File: src/rtl/reorder_buffer_if.sv
// Decoder / reservation-station / CDB / regfile-facing bus of the reorder buffer.
// The master side drives requests; the slave side is the reorder buffer.
interface reorder_buffer_if #(
  parameter int unsigned ID_WIDTH   = 4,
  parameter int unsigned VAL_WIDTH  = 32,
  parameter int unsigned ADDR_WIDTH = 32,
  parameter int unsigned REG_WIDTH  = 5
);
  logic                  issue_valid;
  logic [1:0]            issue_kind;
  logic [REG_WIDTH-1:0]  issue_rd;
  logic [ADDR_WIDTH-1:0] issue_pc;
  logic [ID_WIDTH-1:0]   newTag;
  logic                  isFull;

  logic [ID_WIDTH-1:0]   label1;
  logic [ID_WIDTH-1:0]   label2;
  logic                  ready1;
  logic                  ready2;
  logic [VAL_WIDTH-1:0]  res1;
  logic [VAL_WIDTH-1:0]  res2;

  logic                  cdbReady;
  logic [ID_WIDTH-1:0]   cdb2lab;
  logic [VAL_WIDTH-1:0]  cdb2val;
  logic                  cdb_mispred;
  logic [ADDR_WIDTH-1:0] cdb_target;

  logic                  commit_valid;
  logic [REG_WIDTH-1:0]  commit_rd;
  logic [VAL_WIDTH-1:0]  commit_val;
  logic [ID_WIDTH-1:0]   commit_tag;
  logic                  store_commit;
  logic                  flush_out;
  logic [ADDR_WIDTH-1:0] redirect_pc;

  modport master (
    output issue_valid, issue_kind, issue_rd, issue_pc, label1, label2,
           cdbReady, cdb2lab, cdb2val, cdb_mispred, cdb_target,
    input  newTag, isFull, ready1, ready2, res1, res2,
           commit_valid, commit_rd, commit_val, commit_tag, store_commit,
           flush_out, redirect_pc
  );

  modport slave (
    input  issue_valid, issue_kind, issue_rd, issue_pc, label1, label2,
           cdbReady, cdb2lab, cdb2val, cdb_mispred, cdb_target,
    output newTag, isFull, ready1, ready2, res1, res2,
           commit_valid, commit_rd, commit_val, commit_tag, store_commit,
           flush_out, redirect_pc
  );
endinterface

File: src/rtl/reorder_buffer.sv
// Circular in-order reorder buffer: tag allocation, operand lookup with CDB bypass,
// result capture and in-order retirement with mispredicted-branch flush.
module reorder_buffer #(
  parameter int unsigned ROB_SIZE   = 8,
  parameter int unsigned ID_WIDTH   = 4,
  parameter int unsigned VAL_WIDTH  = 32,
  parameter int unsigned ADDR_WIDTH = 32,
  parameter int unsigned REG_WIDTH  = 5
) (
  input logic             clk,
  input logic             rst_in,
  input logic             rdy_in,
  reorder_buffer_if.slave bus
);
  localparam int unsigned IDX_W = $clog2(ROB_SIZE);
  localparam int unsigned CNT_W = IDX_W + 1;

  localparam logic [1:0] KIND_REG    = 2'd0;
  localparam logic [1:0] KIND_BRANCH = 2'd1;
  localparam logic [1:0] KIND_STORE  = 2'd2;

  typedef struct packed {
    logic                  done;
    logic                  mispred;
    logic [1:0]            kind;
    logic [REG_WIDTH-1:0]  rd;
    logic [VAL_WIDTH-1:0]  val;
    logic [ADDR_WIDTH-1:0] target;
  } entry_t;

  // Only the busy vector needs reset; payload is qualified by busy everywhere.
  entry_t              rob [ROB_SIZE];
  logic [ROB_SIZE-1:0] busy;
  logic [IDX_W-1:0]    head;
  logic [IDX_W-1:0]    tail;
  logic [CNT_W-1:0]    count;

  logic             issue_ok;
  logic             retire;
  logic             flush_now;
  logic             wb_hit;
  logic [IDX_W-1:0] wb_idx;
  logic [IDX_W-1:0] idx1;
  logic [IDX_W-1:0] idx2;
  entry_t           head_e;
  logic             pc_unused;

  function automatic logic tag_ok(input logic [ID_WIDTH-1:0] tag);
    return (tag != '0) && (tag <= ID_WIDTH'(ROB_SIZE));
  endfunction

  function automatic logic [IDX_W-1:0] tag_idx(input logic [ID_WIDTH-1:0] tag);
    return IDX_W'(tag - ID_WIDTH'(1));
  endfunction

  assign pc_unused = ^bus.issue_pc;

  assign bus.isFull = (count == CNT_W'(ROB_SIZE));
  assign bus.newTag = ID_WIDTH'(tail) + ID_WIDTH'(1);

  assign head_e    = rob[head];
  assign retire    = busy[head] && head_e.done;
  assign flush_now = retire && head_e.mispred && (head_e.kind == KIND_BRANCH);
  assign issue_ok  = bus.issue_valid && !bus.isFull && !bus.flush_out;
  assign wb_idx    = tag_idx(bus.cdb2lab);
  assign wb_hit    = bus.cdbReady && tag_ok(bus.cdb2lab) && busy[wb_idx];
  assign idx1      = tag_idx(bus.label1);
  assign idx2      = tag_idx(bus.label2);

  // Operand lookup: stored result first, then same-cycle CDB bypass.
  always_comb begin
    bus.ready1 = 1'b0;
    bus.res1   = '0;
    bus.ready2 = 1'b0;
    bus.res2   = '0;
    if (tag_ok(bus.label1) && busy[idx1]) begin
      if (rob[idx1].done) begin
        bus.ready1 = 1'b1;
        bus.res1   = rob[idx1].val;
      end else if (bus.cdbReady && (bus.cdb2lab == bus.label1)) begin
        bus.ready1 = 1'b1;
        bus.res1   = bus.cdb2val;
      end
    end
    if (tag_ok(bus.label2) && busy[idx2]) begin
      if (rob[idx2].done) begin
        bus.ready2 = 1'b1;
        bus.res2   = rob[idx2].val;
      end else if (bus.cdbReady && (bus.cdb2lab == bus.label2)) begin
        bus.ready2 = 1'b1;
        bus.res2   = bus.cdb2val;
      end
    end
  end

  // Pointers, entries and registered retirement outputs.
  always_ff @(posedge clk) begin
    if (rst_in) begin
      busy             <= '0;
      head             <= '0;
      tail             <= '0;
      count            <= '0;
      bus.commit_valid <= 1'b0;
      bus.store_commit <= 1'b0;
      bus.flush_out    <= 1'b0;
      bus.commit_rd    <= '0;
      bus.commit_val   <= '0;
      bus.commit_tag   <= '0;
      bus.redirect_pc  <= '0;
    end else if (rdy_in) begin
      bus.commit_valid <= retire;
      bus.store_commit <= retire && (head_e.kind == KIND_STORE);
      bus.flush_out    <= flush_now;
      if (retire) begin
        bus.commit_rd  <= head_e.rd;
        bus.commit_val <= head_e.val;
        bus.commit_tag <= ID_WIDTH'(head) + ID_WIDTH'(1);
      end
      if (flush_now) begin
        bus.redirect_pc <= head_e.target;
        busy            <= '0;
        head            <= '0;
        tail            <= '0;
        count           <= '0;
      end else begin
        if (wb_hit) begin
          rob[wb_idx].done    <= 1'b1;
          rob[wb_idx].val     <= bus.cdb2val;
          rob[wb_idx].mispred <= bus.cdb_mispred;
          rob[wb_idx].target  <= bus.cdb_target;
        end
        // A full buffer never issues, so tail cannot alias head or the CDB target.
        if (issue_ok) begin
          busy[tail] <= 1'b1;
          rob[tail]  <= '{done: 1'b0, mispred: 1'b0, kind: bus.issue_kind,
                          rd: (bus.issue_kind == KIND_REG) ? bus.issue_rd : '0,
                          val: '0, target: '0};
        end
        if (retire) begin
          busy[head] <= 1'b0;
        end
        head  <= head + IDX_W'(retire);
        tail  <= tail + IDX_W'(issue_ok);
        count <= count + CNT_W'(issue_ok) - CNT_W'(retire);
      end
    end
  end
endmodule

File: src/flat_wrapper.sv
// flat-port wrapper written by rule: the top's interface ports become plain ports
module reorder_buffer_flat 
#(
  parameter int unsigned ROB_SIZE   = 8,
  parameter int unsigned ID_WIDTH   = 4,
  parameter int unsigned VAL_WIDTH  = 32,
  parameter int unsigned ADDR_WIDTH = 32,
  parameter int unsigned REG_WIDTH  = 5
)
  (clk, rst_in, rdy_in, bus_issue_valid, bus_issue_kind, bus_issue_rd, bus_issue_pc, bus_label1, bus_label2, bus_cdbReady, bus_cdb2lab, bus_cdb2val, bus_cdb_mispred, bus_cdb_target, bus_newTag, bus_isFull, bus_ready1, bus_ready2, bus_res1, bus_res2, bus_commit_valid, bus_commit_rd, bus_commit_val, bus_commit_tag, bus_store_commit, bus_flush_out, bus_redirect_pc);
  reorder_buffer_if #(.ID_WIDTH(ID_WIDTH), .VAL_WIDTH(VAL_WIDTH), .ADDR_WIDTH(ADDR_WIDTH), .REG_WIDTH(REG_WIDTH)) bus_i ();
  input logic clk;
  input logic rst_in;
  input logic rdy_in;
  input wire logic [$bits(bus_i.issue_valid)-1:0] bus_issue_valid;
  input wire logic [$bits(bus_i.issue_kind)-1:0] bus_issue_kind;
  input wire logic [$bits(bus_i.issue_rd)-1:0] bus_issue_rd;
  input wire logic [$bits(bus_i.issue_pc)-1:0] bus_issue_pc;
  input wire logic [$bits(bus_i.label1)-1:0] bus_label1;
  input wire logic [$bits(bus_i.label2)-1:0] bus_label2;
  input wire logic [$bits(bus_i.cdbReady)-1:0] bus_cdbReady;
  input wire logic [$bits(bus_i.cdb2lab)-1:0] bus_cdb2lab;
  input wire logic [$bits(bus_i.cdb2val)-1:0] bus_cdb2val;
  input wire logic [$bits(bus_i.cdb_mispred)-1:0] bus_cdb_mispred;
  input wire logic [$bits(bus_i.cdb_target)-1:0] bus_cdb_target;
  output wire logic [$bits(bus_i.newTag)-1:0] bus_newTag;
  output wire logic [$bits(bus_i.isFull)-1:0] bus_isFull;
  output wire logic [$bits(bus_i.ready1)-1:0] bus_ready1;
  output wire logic [$bits(bus_i.ready2)-1:0] bus_ready2;
  output wire logic [$bits(bus_i.res1)-1:0] bus_res1;
  output wire logic [$bits(bus_i.res2)-1:0] bus_res2;
  output wire logic [$bits(bus_i.commit_valid)-1:0] bus_commit_valid;
  output wire logic [$bits(bus_i.commit_rd)-1:0] bus_commit_rd;
  output wire logic [$bits(bus_i.commit_val)-1:0] bus_commit_val;
  output wire logic [$bits(bus_i.commit_tag)-1:0] bus_commit_tag;
  output wire logic [$bits(bus_i.store_commit)-1:0] bus_store_commit;
  output wire logic [$bits(bus_i.flush_out)-1:0] bus_flush_out;
  output wire logic [$bits(bus_i.redirect_pc)-1:0] bus_redirect_pc;
  assign bus_i.issue_valid = bus_issue_valid;
  assign bus_i.issue_kind = bus_issue_kind;
  assign bus_i.issue_rd = bus_issue_rd;
  assign bus_i.issue_pc = bus_issue_pc;
  assign bus_i.label1 = bus_label1;
  assign bus_i.label2 = bus_label2;
  assign bus_i.cdbReady = bus_cdbReady;
  assign bus_i.cdb2lab = bus_cdb2lab;
  assign bus_i.cdb2val = bus_cdb2val;
  assign bus_i.cdb_mispred = bus_cdb_mispred;
  assign bus_i.cdb_target = bus_cdb_target;
  assign bus_newTag = bus_i.newTag;
  assign bus_isFull = bus_i.isFull;
  assign bus_ready1 = bus_i.ready1;
  assign bus_ready2 = bus_i.ready2;
  assign bus_res1 = bus_i.res1;
  assign bus_res2 = bus_i.res2;
  assign bus_commit_valid = bus_i.commit_valid;
  assign bus_commit_rd = bus_i.commit_rd;
  assign bus_commit_val = bus_i.commit_val;
  assign bus_commit_tag = bus_i.commit_tag;
  assign bus_store_commit = bus_i.store_commit;
  assign bus_flush_out = bus_i.flush_out;
  assign bus_redirect_pc = bus_i.redirect_pc;
  reorder_buffer #(.ROB_SIZE(ROB_SIZE), .ID_WIDTH(ID_WIDTH), .VAL_WIDTH(VAL_WIDTH), .ADDR_WIDTH(ADDR_WIDTH), .REG_WIDTH(REG_WIDTH)) u_core (.clk(clk), .rst_in(rst_in), .rdy_in(rdy_in), .bus(bus_i));
endmodule
File: config.mk
export PLATFORM = sky130hd
export DESIGN_NAME = reorder_buffer_flat
export DESIGN_NICKNAME = d
export VERILOG_FILES = /design/src/rtl/reorder_buffer_if.sv /design/src/rtl/reorder_buffer.sv /design/src/flat_wrapper.sv
export SDC_FILE = /design/constraint.sdc
export NUM_CORES = 2
export LEC_CHECK = 0
export ABC_AREA = 1
export BUFFER_PORTS_ARGS = -buffer_cell sky130_fd_sc_hd__buf_2
export CAP_MARGIN = 10
export CORE_MARGIN = 2
export CORE_UTILIZATION = 50
export CTS_CLUSTER_SIZE = 25
export DETAILED_ROUTE_END_ITERATION = 10
export PLACE_DENSITY_LB_ADDON = 0.05
export SETUP_SLACK_MARGIN = 0.5
export SYNTH_ARGS = -nofsm -noshare
export SYNTH_HDL_FRONTEND = slang
export SYNTH_SLANG_ARGS = --single-unit
File: constraint.sdc
create_clock -name clk -period 12 [get_ports clk]
set_input_delay 2.4 -clock clk [delete_from_list [all_inputs] [get_ports clk]]
set_output_delay 2.4 -clock clk [all_outputs]
set_load 0.01 [all_outputs]
==> results.txt <==
----------------------------------------------------
[Clocking]
  Hold_buf cts ... 0
  Skew-Pair Late Insertion Delay ... 670 ps
  Count of instances resized after the clock tree is built ... 0
  Postcts setup bufs ... 0
  Clock Sink Count ... slightly below 700
  CTS tree ... yes
  Maximum clock path buffer count ... 3
  Deepest level of the CTS H-tree ... 3
  Clk pin slew, worst setup/hold paths ... 60 ps
  Buffer cell driving the clock tree root ... clkbuf_16
  Num CTS Buffers ... 80

[Synthesis]
  Summed instance area of the synthesized netlist ... 41000 um2
  Avg Inst Size Synth ... approximately 6.2 um2
  Nets in the synthesized netlist ... 6769
  Library cell occupying the most area in the post-synthesis netlist ... dfxtp_1
  Share of the synthesized area in the top cell type ... 30.5%
  Area contributors post-synth ... dfxtp_1 31%, nand2_1 13%, inv_1 10%
  Yosys Warn Count ... 0
  Synth Register Bits ... 681
  Sequential cell area fraction in the yosys report ... between 30% and 40%
  Cells after synthesis ... 6631
  Number of library cell types mapped by synthesis ... 35

[Die]
  IO Pins ... 268
  Width of the chip ... 290 um
  Initial core utilization ... a little over 50%
  Die span in y ... 290 um
  Area of the core ... between 80000 and 90000 um2
  Die area ... 84300 um2
  Placement row count ... 104

[Place]
  Global placer's final weighted congestion ... 0.828
  IO buf count ... 235
  Minimum setup slack after placement ... 2860 ps
  Detailed placement HPWL ... 79.0 mm

[Final layout]
  Fraction of final layout cells sized beyond drive strength 1 ... 8.23%
  Leading cell type in the layout, fill and taps excluded ... nand2_1
  Number of diodes added for antenna fixing ... 0
  Highest-count cells in the layout ignoring fill and taps ... 1366 x nand2_1, 1130 x inv_1, 691 x nor2_1, 622 x dfxtp_1, 603 x o21ai_0
  Number of nets in the finished design ... 6609
  Area growth syn-to-layout ... 8.34%

[Pwr]
  Leakage power ... 0.0262 uW
  Maximum VDD drop ... 0.103 mV
  Internal ... approximately 4600 uW
  Net Sw Power ... around 2300 uW
  Switching part of the total power ... 33.0%
  Power share of the clock group ... 35.8%
  Overall power after layout ... between 6000 and 7000 uW
  Power density normalized to cell area ... between 150 and 200 nW/um2
  Sequential cell fraction of total power ... 42.0%
  Fraction of power consumed by combinational cells ... 22.2%

[STA]
  Headroom to the max-slew limit ... 18.1%
  Final-report setup violation count ... 0
  Highest achievable clock rate ... between 100 and 150 MHz
  Final critical-path share of the clock period ... 78.3%
  RSZ-0062 raised after global routing ... false
  Pins Over Slew Limit ... 0
  Worst Slack Setup Final ... between 2000 and 3000 ps
  Post-route clock skew ... 27.9 ps
  Count of final hold-check violations ... 0
  Slew @ Worst Pin ... 1230 ps
  Setup Total Neg Slack ... 0 ps
  Post-layout minimum cycle time ... roughly 9400 ps

[Outcome]
  Outcome ... finished, final reports clean

[Routing]
  Metal-1 WL ... 63.6 mm
  Via count ... 42772
  Met3 routed wirelength ... 14.7 mm
  Initial detailed-routing violation count ... approximately 4700
  Remaining number of nets flagged by the antenna check after routing ... 0
  Top layer reached by signal wires ... met5
  Mean number of vias per cell ... 5.64
  Number of remaining DRC errors ... 0
  Wire length on met2 ... 70.4 mm
  Routed wire length per instance ... 20.5 um
  Final wirelength ... 156 mm
  TritonRoute pass-1 iters ... 6

[Run]
  Count of maximum capacitance violations ... 0

[GRT]
  Congestion Overflow GR ... 0
  Initial antenna violation count ... 2
  Global-route wire length before repair ... about 230 mm
  Vias in the first global route ... 38973
  Pin count of the biggest net entering global routing ... between 200 and 250
  Gr usage total ... 35.4%

[Critical path]
  Category of the worst setup path capture point ... output port
  CP Launch Type ... primary input
  Crit path required time ... 9600 ps
  Maximum net fanout on the critical path ... 62
  Category of the most critical setup path ... in -> out
  Data arrival time of the critical path ... around 7000 ps

[Min path]
  Hold Path Class ... reg -> reg

----------------------------------------------------
[sequential cells by signal, summed over array words and instances, names as in the netlist, named ones only]
name	flops
u_core.head	3
u_core.bus.redirect_pc	32
u_core.bus.commit_val	32
u_core.bus.commit_valid	1
u_core.count	4
u_core.rob	584
u_core.busy	8
u_core.bus.store_commit	1
u_core.bus.commit_tag	4
u_core.bus.flush_out	1
u_core.tail	3
u_core.bus.commit_rd	5
[critical path, cell delays in order]
cell	delay [ps]
buf_4	560
inv_4	340
ha_2	310
xnor2_2	130
buf_4	360
inv_2	110
buf_4	570
nand3_1	180
nand2_2	560
buf_4	680
o21ai_0	150
nor2_1	350
buf_2	210
[area by class of cell]
type | instances | area [um2]
Inverter | 1205 | 4540
Timing Repair Buffer | 307 | 1760
Tap cell | 1060 | 1330
Clock inverter | 23 | 230
Clock buffer | 116 | 2320
Sequential cell | 681 | 14200
Fill cell | 8240 | 36400
Multi-Input combinational cell | 4196 | 20000
[final timing paths]
check / start / endpoint / slack [ps] / depth (start not counted)
worst min-delay path: u_core.bus.commit_val[19]$_SDFFE_PP0P_ / u_core.bus.commit_val[19]$_SDFFE_PP0P_ / 460 / 2
worst max-delay path: bus_label1[0] / bus_res1[16] / 2600 / 13
worst max register to register: flip-flop / u_core.rob[7][42]$_SDFFE_PP0P_ / 6390 / 13
worst min register to register: u_core.bus.commit_val[19]$_SDFFE_PP0P_ / u_core.bus.commit_val[19]$_SDFFE_PP0P_ / 460 / 2
[layer usage]
| metal | GRT usage [%] | vias up |
|---|---|---|
| met1 | 46.2 | 19277 |
| met4 | 15.5 | 6 |
| met2 | 57.7 | 2132 |
| met3 | 5.99 | 469 |
| li1 | - | 20888 |
| met5 | 0.340 | - |
[Yosys cell counts]
cell type / instances
edfxtp_1: 56
o211ai_1: 133
fa_1: 1
nand4_1: 561
nand2_4: 1
nor2_2: 1
inv_4: 1
inv_1: 1135
nor2_4: 4
a21o_1: 2
xnor2_1: 7
o21ai_1: 2
clkinv_1: 4
inv_2: 65
nand3_1: 234
clkbuf_1: 288
o22ai_1: 16
or2_2: 1
buf_6: 10
nor2_1: 693
xor2_1: 4
buf_2: 181
a221oi_1: 1
nor3_1: 9
ha_1: 16
a21oi_1: 523
buf_1: 41
nand3_2: 3
nand4_2: 7
dfxtp_1: 625
o211a_1: 5
nand2_2: 1
buf_4: 29
o21ai_0: 603
nand2_1: 1368
[power groups by stage]
stage	Sequential, uW	Clock (uW)	Combinational [uW]
global placement	2900	0	1450
CTS	2860	2460	1490
finish	2870	2440	1520
detailed placement	2910	0	1480
global route	2910	2550	1730
floorplan	2870	0	1130
[cells by family after synthesis]
| family | count (synthesis) | synth area share [%] |
|---|---|---|
| simple gates | 2883 | 30.9 |
| buf+inv | 1754 | 17.1 |
| compound gates | 1285 | 16.6 |
| flops | 681 | 34.6 |
| fa+ha+maj | 17 | 0.537 |
| xor+xnor | 11 | 0.235 |
[metrics by stage]
step | hold WS (ps) | instance area, um2 | utilization (%) | cells
4_1_cts | 457 | 44400 | 54.9 | 7588
5_1_grt | 476 | 44400 | 54.9 | 7588
2_1_floorplan | 460 | 41000 | - | 6631
3_3_place_gp | 445 | 41800 | 51.8 | 7449
6_report | 456 | 44400 | 54.9 | 7588
3_5_place_dp | 450 | 41800 | 51.8 | 7449
Power figures use the tool's default switching activity.
